`src/rtl/ccr_pkg.sv`:
```
// Shared definitions for the condition-code register unit: flag bit positions,
// branch-type encodings and the flag vector type.
package ccr_pkg;

    localparam int FLAG_N = 2;
    localparam int FLAG_C = 1;
    localparam int FLAG_Z = 0;

    localparam logic [1:0] BR_JZ  = 2'b00;
    localparam logic [1:0] BR_JN  = 2'b01;
    localparam logic [1:0] BR_JC  = 2'b10;
    localparam logic [1:0] BR_JMP = 2'b11;

    typedef logic [2:0] flags_t;

endpackage

```
`src/rtl/flag_ccr_unit_if.sv`:
```
// Bus between the execute stage / PC-select logic and the CCR unit.
// The master side drives flag writes, branch and interrupt requests; the slave is the CCR.
interface flag_ccr_unit_if #(
    parameter int PTR_W = 3
);
    import ccr_pkg::*;

    flags_t             alu_flag;
    flags_t             flag_we;
    logic               setc;
    logic               clrc;
    logic               br_valid;
    logic [1:0]         br_type;
    logic               int_save;
    logic               rti_restore;
    logic               stall;
    flags_t             flags;
    logic               branch_taken;
    logic [PTR_W-1:0]   stk_depth;
    logic               stk_err;

    modport master (
        output alu_flag, flag_we, setc, clrc, br_valid, br_type,
               int_save, rti_restore, stall,
        input  flags, branch_taken, stk_depth, stk_err
    );

    modport slave (
        input  alu_flag, flag_we, setc, clrc, br_valid, br_type,
               int_save, rti_restore, stall,
        output flags, branch_taken, stk_depth, stk_err
    );

endinterface

```
`src/rtl/flag_shadow_stack.sv`:
```
// LIFO of flag snapshots used across interrupt entry/return. Owns the depth
// pointer and flags illegal operations with a registered one-cycle error pulse.
module flag_shadow_stack
    import ccr_pkg::*;
#(
    parameter int DEPTH = 2,
    parameter int PTR_W = 3
) (
    input  logic             clk,
    input  logic             rst_n,
    input  logic             en,
    input  logic             push,
    input  logic             pop,
    input  flags_t           push_data,
    output flags_t           top,
    output logic [PTR_W-1:0] depth,
    output logic             empty,
    output logic             err
);

    flags_t           mem [DEPTH];
    logic [PTR_W-1:0] depth_q;
    logic             full;
    logic             push_ok;
    logic             pop_ok;
    logic             err_evt;
    logic             err_q;

    // A simultaneous push and pop keeps the pop and drops the push as an error.
    always_comb begin
        full    = (depth_q == PTR_W'(DEPTH));
        empty   = (depth_q == '0);
        pop_ok  = pop & ~empty;
        push_ok = push & ~pop & ~full;
        err_evt = (push & pop) | (push & full) | (pop & empty);
    end

    always_ff @(posedge clk) begin
        if (!rst_n) begin
            depth_q <= '0;
            err_q   <= 1'b0;
            for (int i = 0; i < DEPTH; i++) mem[i] <= '0;
        end else if (en) begin
            err_q <= err_evt;
            if (push_ok) begin
                for (int i = 0; i < DEPTH; i++)
                    if (depth_q == PTR_W'(i)) mem[i] <= push_data;
                depth_q <= depth_q + 1'b1;
            end else if (pop_ok) begin
                depth_q <= depth_q - 1'b1;
            end
        end
    end

    always_comb begin
        top = '0;
        for (int i = 0; i < DEPTH; i++)
            if (depth_q == PTR_W'(i + 1)) top = mem[i];
    end

    assign depth = depth_q;
    assign err   = err_q;

endmodule

```
`src/rtl/flag_ccr_unit.sv`:
```
// Condition-code register with branch resolution, clear-on-taken and interrupt shadow stack.
// Define FLAG_BYPASS_EN to forward same-cycle flag writes into branch evaluation and saves.
module flag_ccr_unit
    import ccr_pkg::*;
#(
    parameter int SHADOW_DEPTH = 2,
    parameter int PTR_W        = 3
) (
    input  logic           clk,
    input  logic           rst_n,
    flag_ccr_unit_if.slave bus
);

    flags_t flags_q;
    flags_t write_val;
    flags_t eff;
    flags_t cleared;
    flags_t next_flags;
    flags_t stk_top;
    logic   stk_empty;
    logic   cond;
    logic   bt_raw;
    logic   restore_ok;

    // setc together with clrc cancels out and leaves C alone.
    always_comb begin
        write_val = (bus.flag_we & bus.alu_flag) | (~bus.flag_we & flags_q);
        if (bus.setc && !bus.clrc)
            write_val[FLAG_C] = 1'b1;
        else if (bus.clrc && !bus.setc)
            write_val[FLAG_C] = 1'b0;
`ifdef FLAG_BYPASS_EN
        eff = write_val;
`else
        eff = flags_q;
`endif
    end

    always_comb begin
        cond = 1'b0;
        case (bus.br_type)
            BR_JZ:   cond = eff[FLAG_Z];
            BR_JN:   cond = eff[FLAG_N];
            BR_JC:   cond = eff[FLAG_C];
            default: cond = 1'b1;
        endcase
        bt_raw = bus.br_valid & cond;
    end

    // A taken conditional branch consumes the flag it tested; a restore overrides everything.
    always_comb begin
        cleared = write_val;
        if (bt_raw) begin
            case (bus.br_type)
                BR_JZ:   cleared[FLAG_Z] = 1'b0;
                BR_JN:   cleared[FLAG_N] = 1'b0;
                BR_JC:   cleared[FLAG_C] = 1'b0;
                default: cleared = write_val;
            endcase
        end
        restore_ok = bus.rti_restore & ~stk_empty;
        next_flags = restore_ok ? stk_top : cleared;
    end

    always_ff @(posedge clk) begin
        if (!rst_n)
            flags_q <= '0;
        else if (!bus.stall)
            flags_q <= next_flags;
    end

    flag_shadow_stack #(
        .DEPTH (SHADOW_DEPTH),
        .PTR_W (PTR_W)
    ) u_stack (
        .clk       (clk),
        .rst_n     (rst_n),
        .en        (~bus.stall),
        .push      (bus.int_save),
        .pop       (bus.rti_restore),
        .push_data (eff),
        .top       (stk_top),
        .depth     (bus.stk_depth),
        .empty     (stk_empty),
        .err       (bus.stk_err)
    );

    assign bus.flags        = flags_q;
    assign bus.branch_taken = rst_n & ~bus.stall & bt_raw;

endmodule

```
`src/flat_wrapper.sv`:
```
// flat-port wrapper written by rule: the top's interface ports become plain ports
module flag_ccr_unit_flat import ccr_pkg::*;
#(
    parameter int SHADOW_DEPTH = 2,
    parameter int PTR_W        = 3
)
  (clk, rst_n, bus_alu_flag, bus_flag_we, bus_setc, bus_clrc, bus_br_valid, bus_br_type, bus_int_save, bus_rti_restore, bus_stall, bus_flags, bus_branch_taken, bus_stk_depth, bus_stk_err);
  flag_ccr_unit_if #(.PTR_W(PTR_W)) bus_i ();
  input  logic clk;
  input  logic rst_n;
  input wire logic [$bits(bus_i.alu_flag)-1:0] bus_alu_flag;
  input wire logic [$bits(bus_i.flag_we)-1:0] bus_flag_we;
  input wire logic [$bits(bus_i.setc)-1:0] bus_setc;
  input wire logic [$bits(bus_i.clrc)-1:0] bus_clrc;
  input wire logic [$bits(bus_i.br_valid)-1:0] bus_br_valid;
  input wire logic [$bits(bus_i.br_type)-1:0] bus_br_type;
  input wire logic [$bits(bus_i.int_save)-1:0] bus_int_save;
  input wire logic [$bits(bus_i.rti_restore)-1:0] bus_rti_restore;
  input wire logic [$bits(bus_i.stall)-1:0] bus_stall;
  output wire logic [$bits(bus_i.flags)-1:0] bus_flags;
  output wire logic [$bits(bus_i.branch_taken)-1:0] bus_branch_taken;
  output wire logic [$bits(bus_i.stk_depth)-1:0] bus_stk_depth;
  output wire logic [$bits(bus_i.stk_err)-1:0] bus_stk_err;
  assign bus_i.alu_flag = bus_alu_flag;
  assign bus_i.flag_we = bus_flag_we;
  assign bus_i.setc = bus_setc;
  assign bus_i.clrc = bus_clrc;
  assign bus_i.br_valid = bus_br_valid;
  assign bus_i.br_type = bus_br_type;
  assign bus_i.int_save = bus_int_save;
  assign bus_i.rti_restore = bus_rti_restore;
  assign bus_i.stall = bus_stall;
  assign bus_flags = bus_i.flags;
  assign bus_branch_taken = bus_i.branch_taken;
  assign bus_stk_depth = bus_i.stk_depth;
  assign bus_stk_err = bus_i.stk_err;
  flag_ccr_unit #(.SHADOW_DEPTH(SHADOW_DEPTH), .PTR_W(PTR_W)) u_core (.clk(clk), .rst_n(rst_n), .bus(bus_i));
endmodule
```
`config.mk`:
```
export PLATFORM = sky130hd
export DESIGN_NAME = flag_ccr_unit_flat
export DESIGN_NICKNAME = d
export VERILOG_FILES = /design/src/rtl/ccr_pkg.sv /design/src/rtl/flag_ccr_unit_if.sv /design/src/rtl/flag_shadow_stack.sv /design/src/rtl/flag_ccr_unit.sv /design/src/flat_wrapper.sv
export SDC_FILE = /design/constraint.sdc
export NUM_CORES = 1
export LEC_CHECK = 0
export BUFFER_PORTS_ARGS = -buffer_cell sky130_fd_sc_hd__buf_4
export CAP_MARGIN = 10
export CORE_MARGIN = 2
export CORE_UTILIZATION = 35
export DETAILED_ROUTE_END_ITERATION = 10
export SYNTH_ARGS = -nofsm -noshare
export SYNTH_HDL_FRONTEND = slang
export SYNTH_SLANG_ARGS = --single-unit
```
`constraint.sdc`:
```
create_clock -name clk -period 4.55 [get_ports clk]
set_input_delay 0.455 -clock clk [delete_from_list [all_inputs] [get_ports clk]]
set_output_delay 0.455 -clock clk [all_outputs]
set_load 0.1 [all_outputs]
```
==> key figures, run 1 <==
Floorplanning
  – Initial Util: 0.374
  – Core Box Area: between 2000 and 2500 µm²
  – Number of placed I/O pins: 24
  – # rows: 17
  – Die Wd: 53.1 µm
  – Die H: 53.1 µm
  – Die ar.: 2820 µm²

CTS
  – Post-CTS Hold Fix Bufs: 0
  – CTS buffer count: 3
  – CTS Sinks: 13
  – Post-CTS Setup Bufs: 0
  – Post-CTS sizing: 0
  – Clock buffer depth: 2
  – CTS H-tree lvls: 1
  – CTS clk-pin slew, worst paths: 0.09 ns
  – Worst-Skew Late Latency: 0.28 ns
  – Clock root buffer: clkbuf_4
  – CTS tree: built

Hold path
  – Worst hold path class: in -> reg

Placement
  – Cell Area, Placed: about 1000 µm²
  – Post-DP HPWL: 1.47 mm
  – GPL Wtd Cong: 0.733
  – Place WS: 2.78 ns
  – I/O Buffers: 23

Logic synthesis
  – Post-synthesis sequential area ratio: 0.380
  – Syn_area_per_cell: 9.69 µm²
  – Netlist cell types: 34
  – FF+latch count, synth: 13
  – Cell Area, Synth: 843 µm²
  – Post-synth EDFFs: 6
  – Cells after Synth: 87
  – Post-synth ARST share: 0
  – Ys Warns: 0
  – Mapped Nets: 108
  – Prevailing post-synth register cell: dfxtp_1

Final layout
  – Fin area: 1080 µm²
  – # fillers: 226
  – Layout cells sized above 1: 0.286
  – # nets final: 134
  – Most common cell after layout, fill and taps aside: buf_4
  – Core Util, Final: 0.477
  – Ant diodes: 0
  – Commonest non-fill, non-tap cells in the layout: buf_4 (23), nand2_1 (8), dfxtp_1 (7), o21ai_0 (6), edfxtp_1 (6)
  – Layout Area Growth over Synthesis: 27.6%

Global routing
  – Largest net degree at the start of global routing: 14
  – GRT Total Usage: 0.149
  – GRT overflow: 0
  – First-pass GRT wire length: ~2.9 mm
  – Vias in the first global route: ~700
  – Initial antenna violation count: 0

Route
  – WL final: 1.85 mm
  – Vias per cell: 5.45
  – WL per Instance: 13.2 µm
  – Via count: around 760
  – Drt first pass iters: 4
  – Initial DRC count: 8
  – Post-route antenna net violation count: 0
  – Drc violations: 0

Timing
  – Relative slew margins: 0.755
  – Final Hold Viols: 0
  – Worst Max-Slew Pin Slew: 0.366 ns
  – Setup TNS: 0 ns
  – Fmax achieved: between 500 and 600 MHz
  – Slew Viols, Final: 0
  – Tmin final: ~1.9 ns
  – Final period util: 0.408
  – Worst setup margin: around 2.7 ns
  – Clk_skew: 0.0108 ns
  – Final number of setup-violating endpoints: 0
  – RSZ-0062 raised after global routing: false

Power
  – Power Total: around 320 µW
  – VDD IR max: 0.213 mV
  – Leakage: 0.471 nW
  – Pwr dens: 300 nW/µm²

Worst setup path
  – Top fanout value on the critical path: 6
  – Startpoint types: register
  – Max incr delay on CP: 0.43 ns
  – Critical path arrival: between 1 and 1.5 ns
  – WP data required: 4.09 ns
  – Critical Path Slowest Stage Cell: dfxtp_1
  – Critical path type: reg -> out
  – Crit path max-delay family: flip-flops
  – Critical Path Sink Type: primary output
  – Buf/Inv on CP: 1
  – Critical path, cell by cell: and2_1, a211oi_1, nor4_2, buf_4

Flow run
  – Max_cap viols: 0

Outcome
  – Status: completed
per-layer routing:
layer,vias to the layer above,share of wire,GRT usage
li1,377,-,-
met1,358,0.44,0.169
met2,24,0.49,0.263
met3,4,0.063,0.0254
met4,0,0.013,0.0769
met5,-,0,0
power breakdown:
part / total [mW] / switching (mW) / internal, mW
combinational: 0.112 / 0.0732 / 0.0390
sequential: 0.138 / 0.00802 / 0.130
clock: 0.0726 / 0.0386 / 0.0340
total: 0.323 / 0.120 / 0.203
kinds of logic (layout without fill, tap and decap cells):
kind of cell,count (synthesis),after routing,synth area share
multiplexers,4,4,0.0475
AO/OA/AOI/OAI,26,26,0.218
buffers and inverters,7,32,0.0312
adder cells (fa/ha/maj),5,5,0.0742
flip-flops,13,13,0.380
AND/OR/NAND/NOR,32,32,0.249
flip-flops by register name (all words and copies together), names as in the netlist:
| signal | flops |
|---|---|
| u_core.bus.flags | 3 |
| u_core.u_stack.depth | 3 |
| u_core.u_stack.err | 1 |
| u_core.u_stack.mem | 6 |
final timing paths:
check,startpoint,endpoint,slack (ns),cells after the start
max,u_core.bus.flags[1]$_SDFFE_PN0N_,bus_branch_taken,2.69,4
min,rst_n,u_core.bus.flags[1]$_SDFFE_PN0N_,0.48,3
max reg2reg,u_core.u_stack.depth[0]$_SDFFE_PN0P_,u_core.u_stack.depth[1]$_SDFFE_PN0P_,2.82,6
min reg2reg,u_core.u_stack.err$_SDFFE_PN0N_,u_core.u_stack.err$_SDFFE_PN0N_,0.49,1
synthesized netlist by cell type (all sizes together) (3+ instances only):
cell / instances / area, µm²
mux2i: 4 / 40.0
edfxtp: 6 / 180
dfxtp: 7 / 140
a21oi: 5 / 25.0
o21ai: 6 / 30.0
nand3: 3 / 15.0
nor3b: 3 / 22.5
nand2: 9 / 41.3
and2: 5 / 31.3
ha: 5 / 62.6
inv: 5 / 18.8
a22o: 3 / 26.3
per-stage QoR:
stage	hold slack, ns	instances
after global routing	0.499	140
final	0.484	140
after floorplan	0.592	87
after CTS	0.482	140
after detailed placement	0.471	136
after global placement	0.468	136
worst register-to-register path: cells and delay by family (launching register included):
family	cells	cell delay (ns)
compound gates	2	0.50
flops	1	0.43
simple gates	2	0.31
fa+ha+maj	1	0.27
buf+inv	1	0.12
area by class of cell:
cell class / count / area (µm²) / area share
inverter: 5 / 18.8 / 0.0174
tap: 28 / 35.0 / 0.0326
multi-input combinational: 67 / 503 / 0.467
clock buffer: 4 / 26.3 / 0.0244
timing repair buffer: 23 / 173 / 0.160
sequential: 13 / 320 / 0.298
No activity file was read; power rests on OpenSTA's default activity.
==> inputs of run 2 (changes only) <==
==> constraint.sdc (replaced) <==
create_clock -name clk -period 1.7 [get_ports clk]
set_input_delay 0.17 -clock clk [delete_from_list [all_inputs] [get_ports clk]]
set_output_delay 0.17 -clock clk [all_outputs]
set_load 0.1 [all_outputs]
==> run 2 against run 1 <==
  * Sequential share of layout area grew 0.83 points
  * Critical path depth unchanged
  * Register-to-register slack worse by 2.7 ns
  * Non-clock buffer count unchanged
  * Final cell count is the same
  * Hold slack worse by 0.29 ns
  * Sequential power increased to 2.7 times the previous value
  * Routed wire length increased by 0.70%
  * First-iteration DRC count rose by 100%
  * Highest routed layer unchanged
==> key figures, run 2 (synthesized netlist as in run 1, its figures left out) <==
Final layout
  – # nets final: 134 (unchanged)
  – Layout Cells excl Fill: 140 (unchanged)
  – Layout cells sized above 1: 0.375 (+0.0893)
  – Core Util, Final: 0.493 (+0.0161)
  – Layout Area Growth over Synthesis: 31.9%
  – Commonest non-fill, non-tap cells in the layout: buf_4 (23), nand2_1 (8), o21ai_0 (6), edfxtp_1 (6)
  – Top reg by flops: u_core.u_stack.mem
  – Fin area: 1110 µm² (+3.4%)
  – Most common cell after layout, fill and taps aside: buf_4
  – Ant diodes: 0 (unchanged)
  – Max FFs per register: 6 (unchanged)

Timing
  – Fmax achieved: 636 MHz
  – Relative slew margins: 0.758 (+0.00310)
  – Final Hold Viols: 0 (unchanged)
  – Worst Max-Slew Pin Slew: 0.362 ns (-0.00464 ns)
  – Setup TNS: 0 ns (unchanged)
  – Hold_ws: 0.189 ns (-0.295 ns)
  – Clk_skew: 0.0117 ns (+0.000985 ns)
  – RSZ-0062 raised after global routing: false
  – Final number of setup-violating endpoints: 0 (unchanged)
  – Final period util: 0.925
  – Slew Viols, Final: 0 (unchanged)
  – Worst setup margin: 0.128 ns (-2.57 ns)
  – Tmin final: 1.57 ns

Global routing
  – GRT overflow: 0 (unchanged)
  – Vias in the first global route: 723 (+3.0%)
  – GRT Total Usage: 0.151 (+0.00279)
  – First-pass GRT wire length: 3.04 mm (+4.8%)
  – Initial antenna violation count: 0 (unchanged)
  – Largest net degree at the start of global routing: 14 (unchanged)

Floorplanning
  – Core Box Area: 2250 µm² (unchanged)
  – # rows: 17 (unchanged)
  – Number of placed I/O pins: 24 (unchanged)
  – Initial Util: 0.374 (unchanged)
  – Die H: 53.1 µm (unchanged)
  – Die ar.: 2820 µm² (unchanged)
  – Die Wd: 53.1 µm (unchanged)

Worst setup path
  – Worst r2r src: u_core.u_stack.depth[0]$_SDFFE_PN0P_
  – WP data required: 1.53 ns (-2.56 ns)
  – Startpoint types: register
  – Critical path arrival: 1.40 ns (about the same)
  – Crit. Startpoint: u_core.bus.flags[1]$_SDFFE_PN0N_
  – R2r worst-path depth: 6 (unchanged)
  – Critical Path Sink Type: primary output
  – Top fanout value on the critical path: 6 (unchanged)
  – Critical path type: reg -> out

CTS
  – Worst-Skew Late Latency: 0.28 ns (about the same)
  – Post-CTS Hold Fix Bufs: 0 (unchanged)
  – CTS clk-pin slew, worst paths: 0.09 ns (about the same)
  – CTS tree: built
  – CTS buffer count: 3 (unchanged)
  – Clock root buffer: clkbuf_4
  – CTS H-tree lvls: 1 (unchanged)
  – Post-CTS Setup Bufs: 0 (unchanged)
  – Clock buffer depth: 2 (unchanged)
  – CTS Sinks: 13 (unchanged)

Placement
  – Post-DP HPWL: 1.45 mm (-1.7%)
  – Place WS: 0.162 ns (-2.62 ns)
  – GPL Wtd Cong: 0.782 (+6.7%)
  – Cell Area, Placed: 1080 µm² (+3.0%)
  – Post-placement cell count: 136 (unchanged)
  – I/O Buffers: 23 (unchanged)

Route
  – Drt first pass iters: 4 (unchanged)
  – Vias per cell: 5.30 (-2.8%)
  – Post-route antenna net violation count: 0 (unchanged)
  – Initial DRC count: 16 (+8)
  – WL per Instance: 13.3 µm (+0.70%)
  – Via count: 742 (-2.8%)
  – WL final: 1.86 mm (+0.70%)
  – Drc violations: 0 (unchanged)

Power
  – Comb power frac: 0.350 (+0.002)
  – Part of the power in the clock network: 0.228 (+0.003)
  – Power Total: 877 µW (+170%)
  – VDD IR max: 0.614 mV (+190%)
  – P_sw: 331 µW (+180%)
  – Internal: 547 µW (+170%)
  – Pwr dens: 789 nW/µm² (+160%)
  – Sequential share of power: 0.422 (-0.005)
  – Leakage: 0.476 nW (+1.1%)
  – Switching Fraction: 0.377 (+0.00550)

Flow run
  – Max_cap viols: 0 (unchanged)

Hold path
  – Worst hold path class: in -> reg
  – Hold Path Cell Cnt: 3 (unchanged)
  – Hold Startpoint: rst_n

Outcome
  – Status: completed
run 2: cell counts in the layout (fill, tap and decap cells not counted):
No cell type changed its count.
run 2: final cells by class:
cell class              instances  area (µm²)
flip-flops and latches         13         340
well taps                      28        35.0
repair buffers                 23         173
multi-input cells              67         519
inverters                       5        18.8
clock buffers                   4        26.3
fillers                       223        1140
run 2: routing by layer:
layer  GRT usage  wire (µm)  vias up
met2       0.252        816       29
li1            -          -      380
met5           0          0        -
met3      0.0254        169        5
met1       0.186        841      328
met4      0.0769         36        0
run 2: worst max-delay path, cell delays in order (launching register included):
cell	delay, ns
dfxtp_4	0.37
and2_1	0.16
a211oi_2	0.28
nor4_4	0.07
buf_4	0.24
run 2: worst paths after layout:
path                                      end  slack (ns)
max                          bus_branch_taken        0.13
min          u_core.bus.flags[2]$_SDFFE_PN0N_        0.19
max reg2reg  u_core.bus.flags[0]$_SDFFE_PN0N_        0.13
min reg2reg   u_core.u_stack.err$_SDFFE_PN0N_        0.51
run 2: timing repair:
item | CTS | global route
endpoints found under the setup margin | 0 | 1
resized for setup | 0 | 1
endpoints found under the hold margin | 0 | 0
run 2: power groups by stage:
stage	Sequential [mW]	Clock [mW]	Combinational (mW)
finish	0.370	0.200	0.307
CTS	0.370	0.205	0.307
detailed placement	0.377	0	0.306
floorplan	0.467	0	0.132
global placement	0.377	0	0.305
global route	0.374	0.221	0.331
==> inputs of run 3 (changes only) <==
--- a/config.mk
+++ b/config.mk
@@ -10,6 +10,8 @@
 export CORE_MARGIN = 2
 export CORE_UTILIZATION = 35
 export DETAILED_ROUTE_END_ITERATION = 10
+export GPL_TIMING_DRIVEN = 0
 export SYNTH_ARGS = -nofsm -noshare
 export SYNTH_HDL_FRONTEND = slang
+export SYNTH_HIERARCHICAL = 1
 export SYNTH_SLANG_ARGS = --single-unit
==> run 3 against run 2 <==
  * Highest routed layer unchanged
  * Register-to-register slack hardly changed
  * Count of clock-buffer cells in the layout stayed put
  * Die area is 0.28% higher
  * Routed wire length is 1.1% lower
==> key figures, run 3 <==
Final layout
  – Commonest non-fill, non-tap cells in the layout: buf_4 (27), nor2_1 (13), nand2_1 (6), a21oi_1 (6), edfxtp_1 (6)
  – # fillers: 220 (-1.3%)
  – # nets final: 145 (+8.2%)
  – Max FFs per register: 6 (unchanged)
  – Ant diodes: 0 (unchanged)
  – Most common cell after layout, fill and taps aside: buf_4
  – Layout Area Growth over Synthesis: 39.1%
  – Sequential cell area: 340 µm² (unchanged)
  – Fin area: 1180 µm² (+5.7%)
  – Layout cells sized above 1: 0.455 (+0.0803)
  – Top reg by flops: u_core/u_stack/mem
  – Multi-input gate area: 529 µm² (+1.9%)

Timing
  – Relative slew margins: 0.775 (+0.0163)
  – Final number of setup-violating endpoints: 0 (unchanged)
  – Fmax achieved: 626 MHz (-1.5%)
  – Tmin final: 1.60 ns (+0.0244 ns)
  – Clk_skew: 0.000482 ns (-0.0113 ns)
  – Worst setup margin: 0.104 ns (-0.0244 ns)
  – Worst Max-Slew Pin Slew: 0.336 ns (-0.0263 ns)
  – Final period util: 0.939 (+0.0144)
  – Final Hold Viols: 0 (unchanged)
  – Slew Viols, Final: 0 (unchanged)

Logic synthesis
  – Synth top area share: 0.213 (-0.000632)
  – Post-synthesis sequential area ratio: 0.379 (-0.00112)
  – Post-synthesis mux area share: 0.0592 (+0.0117)
  – Prevailing post-synth register cell: dfxtp_1
  – Largest area contributor in the netlist: edfxtp_1
  – FF+latch count, synth: 13 (unchanged)
  – Synthesized-area fraction occupied by and/or/nand/nor cells: 0.195 (-0.0540)
  – Post-synth EDFFs: 6 (unchanged)
  – Post-synthesis adder-cell area fraction: 0.0740 (-0.000219)
  – Syn_area_per_cell: 9.09 µm² (-6.2%)
  – Largest family of logic cells by synthesized area: compound AO/OA/AOI/OAI gates
  – Netlist cell types: 34 (unchanged)
  – Synth top area cells: edfxtp_1 (21%), dfxtp_1 (17%), ha_1 (7.4%)
  – Commonest cells post-synth: nor2_1 (13), dfxtp_1 (7), inv_1 (7)
  – Post-synth ARST share: 0 (unchanged)
  – Ys Warns: 6 (+6)
  – Synth Area in XOR/XNOR: 0.0104 (+0.0104)
  – Cell Area, Synth: 846 µm² (+0.30%)
  – Cells after Synth: 93 (+6.9%)
  – Mapped Nets: 114 (+5.6%)
  – Synth Area in Compound Gates: 0.226 (+0.00823)
  – Most common cell in the synthesized netlist: nor2_1

CTS
  – Clock root buffer: clkbuf_4
  – CTS buffer count: 3 (unchanged)
  – CTS H-tree lvls: 1 (unchanged)
  – Clock buffer depth: 2 (unchanged)
  – Post-CTS Hold Fix Bufs: 0 (unchanged)
  – CTS Sinks: 13 (unchanged)
  – CTS tree: built
  – Worst-Skew Late Latency: 0.27 ns (about the same)
  – CTS clk-pin slew, worst paths: 0.08 ns (about the same)

Hold path
  – Worst hold path class: in -> reg

Floorplanning
  – Core Box Area: 2250 µm² (unchanged)
  – Die H: 53.2 µm (+0.14%)
  – Die Wd: 53.2 µm (+0.14%)
  – Number of placed I/O pins: 24 (unchanged)
  – # rows: 17 (unchanged)
  – Die ar.: 2830 µm² (+0.28%)
  – Initial Util: 0.375 (+0.00111)

Power
  – Pwr dens: 899 nW/µm² (+14%)
  – Part of the power in the clock network: 0.178 (-0.050)
  – Sequential share of power: 0.366 (-0.056)
  – P_sw: 439 µW (+33%)
  – Leakage: 0.509 nW (+6.9%)
  – VDD IR max: 0.497 mV (-19%)
  – Comb power frac: 0.456 (+0.106)
  – Switching Fraction: 0.415 (+0.0384)
  – Internal: 618 µW (+13%)

Worst setup path
  – Critical path, cell by cell: nor2b_4, a211oi_2, nor4_4, buf_4
  – WP data required: 1.53 ns (about the same)
  – Crit path max-delay family: simple AND/OR/NAND/NOR gates
  – Startpoint types: register
  – Top fanout value on the critical path: 5 (-1)
  – Buf/Inv on CP: 1 (unchanged)
  – Critical Path Slowest Stage Cell: dfxtp_4
  – Critical path type: reg -> out
  – Critical Path Sink Type: primary output
  – Critical path arrival: 1.43 ns (+0.03 ns)
  – Max incr delay on CP: 0.37 ns (about the same)

Global routing
  – GRT overflow: 0 (unchanged)
  – Vias in the first global route: 706 (-2.4%)
  – First-pass GRT wire length: 3.11 mm (+2.1%)
  – Initial antenna violation count: 0 (unchanged)
  – Largest net degree at the start of global routing: 11 (-3)
  – GRT Total Usage: 0.153 (+0.00128)

Route
  – Initial DRC count: 14 (-2)
  – WL final: 1.84 mm (-1.1%)
  – Via count: 741 (-0.13%)
  – Vias per cell: 4.91 (-7.4%)
  – Drc violations: 0 (unchanged)
  – Drt first pass iters: 3 (-1)
  – WL per Instance: 12.2 µm (-8.3%)
  – Post-route antenna net violation count: 0 (unchanged)

Placement
  – I/O Buffers: 23 (unchanged)
  – GPL Wtd Cong: 0.781 (-0.12%)
  – Cell Area, Placed: 1120 µm² (+3.7%)
  – Post-DP HPWL: 1.46 mm (+0.74%)
  – Place WS: 0.0901 ns (-0.0718 ns)

Flow run
  – Max_cap viols: 0 (unchanged)

Outcome
  – Status: completed
-- run 3: changes by cell type after synthesis, sizes merged, moves of 2 or more --
cell	previous run	this run
nor2	2	13
a22o	3	0
nand2	9	6
nor3b	3	0
a21oi	5	7
and2	5	3
inv	5	7
o211a	2	0
-- run 3: logic make-up after synthesis --
kind of cell | count (synthesis)
simple gates | 33
compound gates | 27
flops | 13
mux | 5
fa+ha+maj | 5
buf+inv | 9
xor+xnor | 1
-- run 3: layout make-up --
class                      count  share of cell area
multi-input combinational     71               0.450
sequential                    13               0.289
timing repair buffer          26               0.166
tap                           28              0.0298
inverter                       7              0.0245
clock buffer                   4              0.0223
buffer                         2              0.0181
-- run 3: stage by stage --
step           std cells  power [mW]  setup TNS (ns)  hold slack [ns]  utilization
6_report             151        1.06               0            0.193        0.522
5_1_grt              151        1.12         -0.0160            0.209        0.522
4_1_cts              148        1.05               0            0.179        0.509
3_5_place_dp         144       0.855               0            0.462        0.497
3_3_place_gp         144       0.851               0            0.460        0.497
2_1_floorplan         93       0.741          -0.386            0.296            -
-- run 3: per-layer routing --
metal / wire length, µm / global-route usage / vias to the layer above
li1: - / - / 400
met5: 0 / 0 / -
met2: 891 / 0.248 / 15
met4: 27 / 0.0897 / 0
met3: 55 / 0.00847 / 2
met1: 869 / 0.199 / 324
-- run 3: what timing repair did --
| action | in CTS | in global routing |
|---|---|---|
| setup endpoints to repair | 0 | 9 |
| setup buffers | 0 | 3 |
| gates resized for setup | 0 | 1 |
-- run 3: worst paths after layout --
path	to	slack, ns	from	cells past startpoint
max	bus_branch_taken	0.10	u_core/bus.flags[0]$_SDFFE_PN0N_	4
min	u_core/bus.flags[2]$_SDFFE_PN0N_	0.19	rst_n	3
max reg2reg	u_core/bus.flags[0]$_SDFFE_PN0N_	0.13	u_core/u_stack/depth[0]$_SDFFE_PN0P_	8
min reg2reg	u_core/u_stack/depth[1]$_SDFFE_PN0P_	0.50	u_core/u_stack/depth[1]$_SDFFE_PN0P_	2
-- run 3: worst reg2reg max path: stages, from the launching register on --
cell	delay, ns
dfxtp_4	0.37
inv_4	0.07
ha_1	0.20
inv_1	0.10
nor2_1	0.12
nor2b_2	0.07
buf_4	0.13
a311o_1	0.31
a21oi_1	0.12
-- run 3: power by group through the flow --
stage	clock [mW]	combinational, mW	sequential [mW]
after floorplan	0	0.205	0.536
after global placement	0	0.458	0.393
after detailed placement	0	0.460	0.395
after CTS	0.195	0.462	0.388
after global routing	0.210	0.523	0.392
final	0.188	0.482	0.387
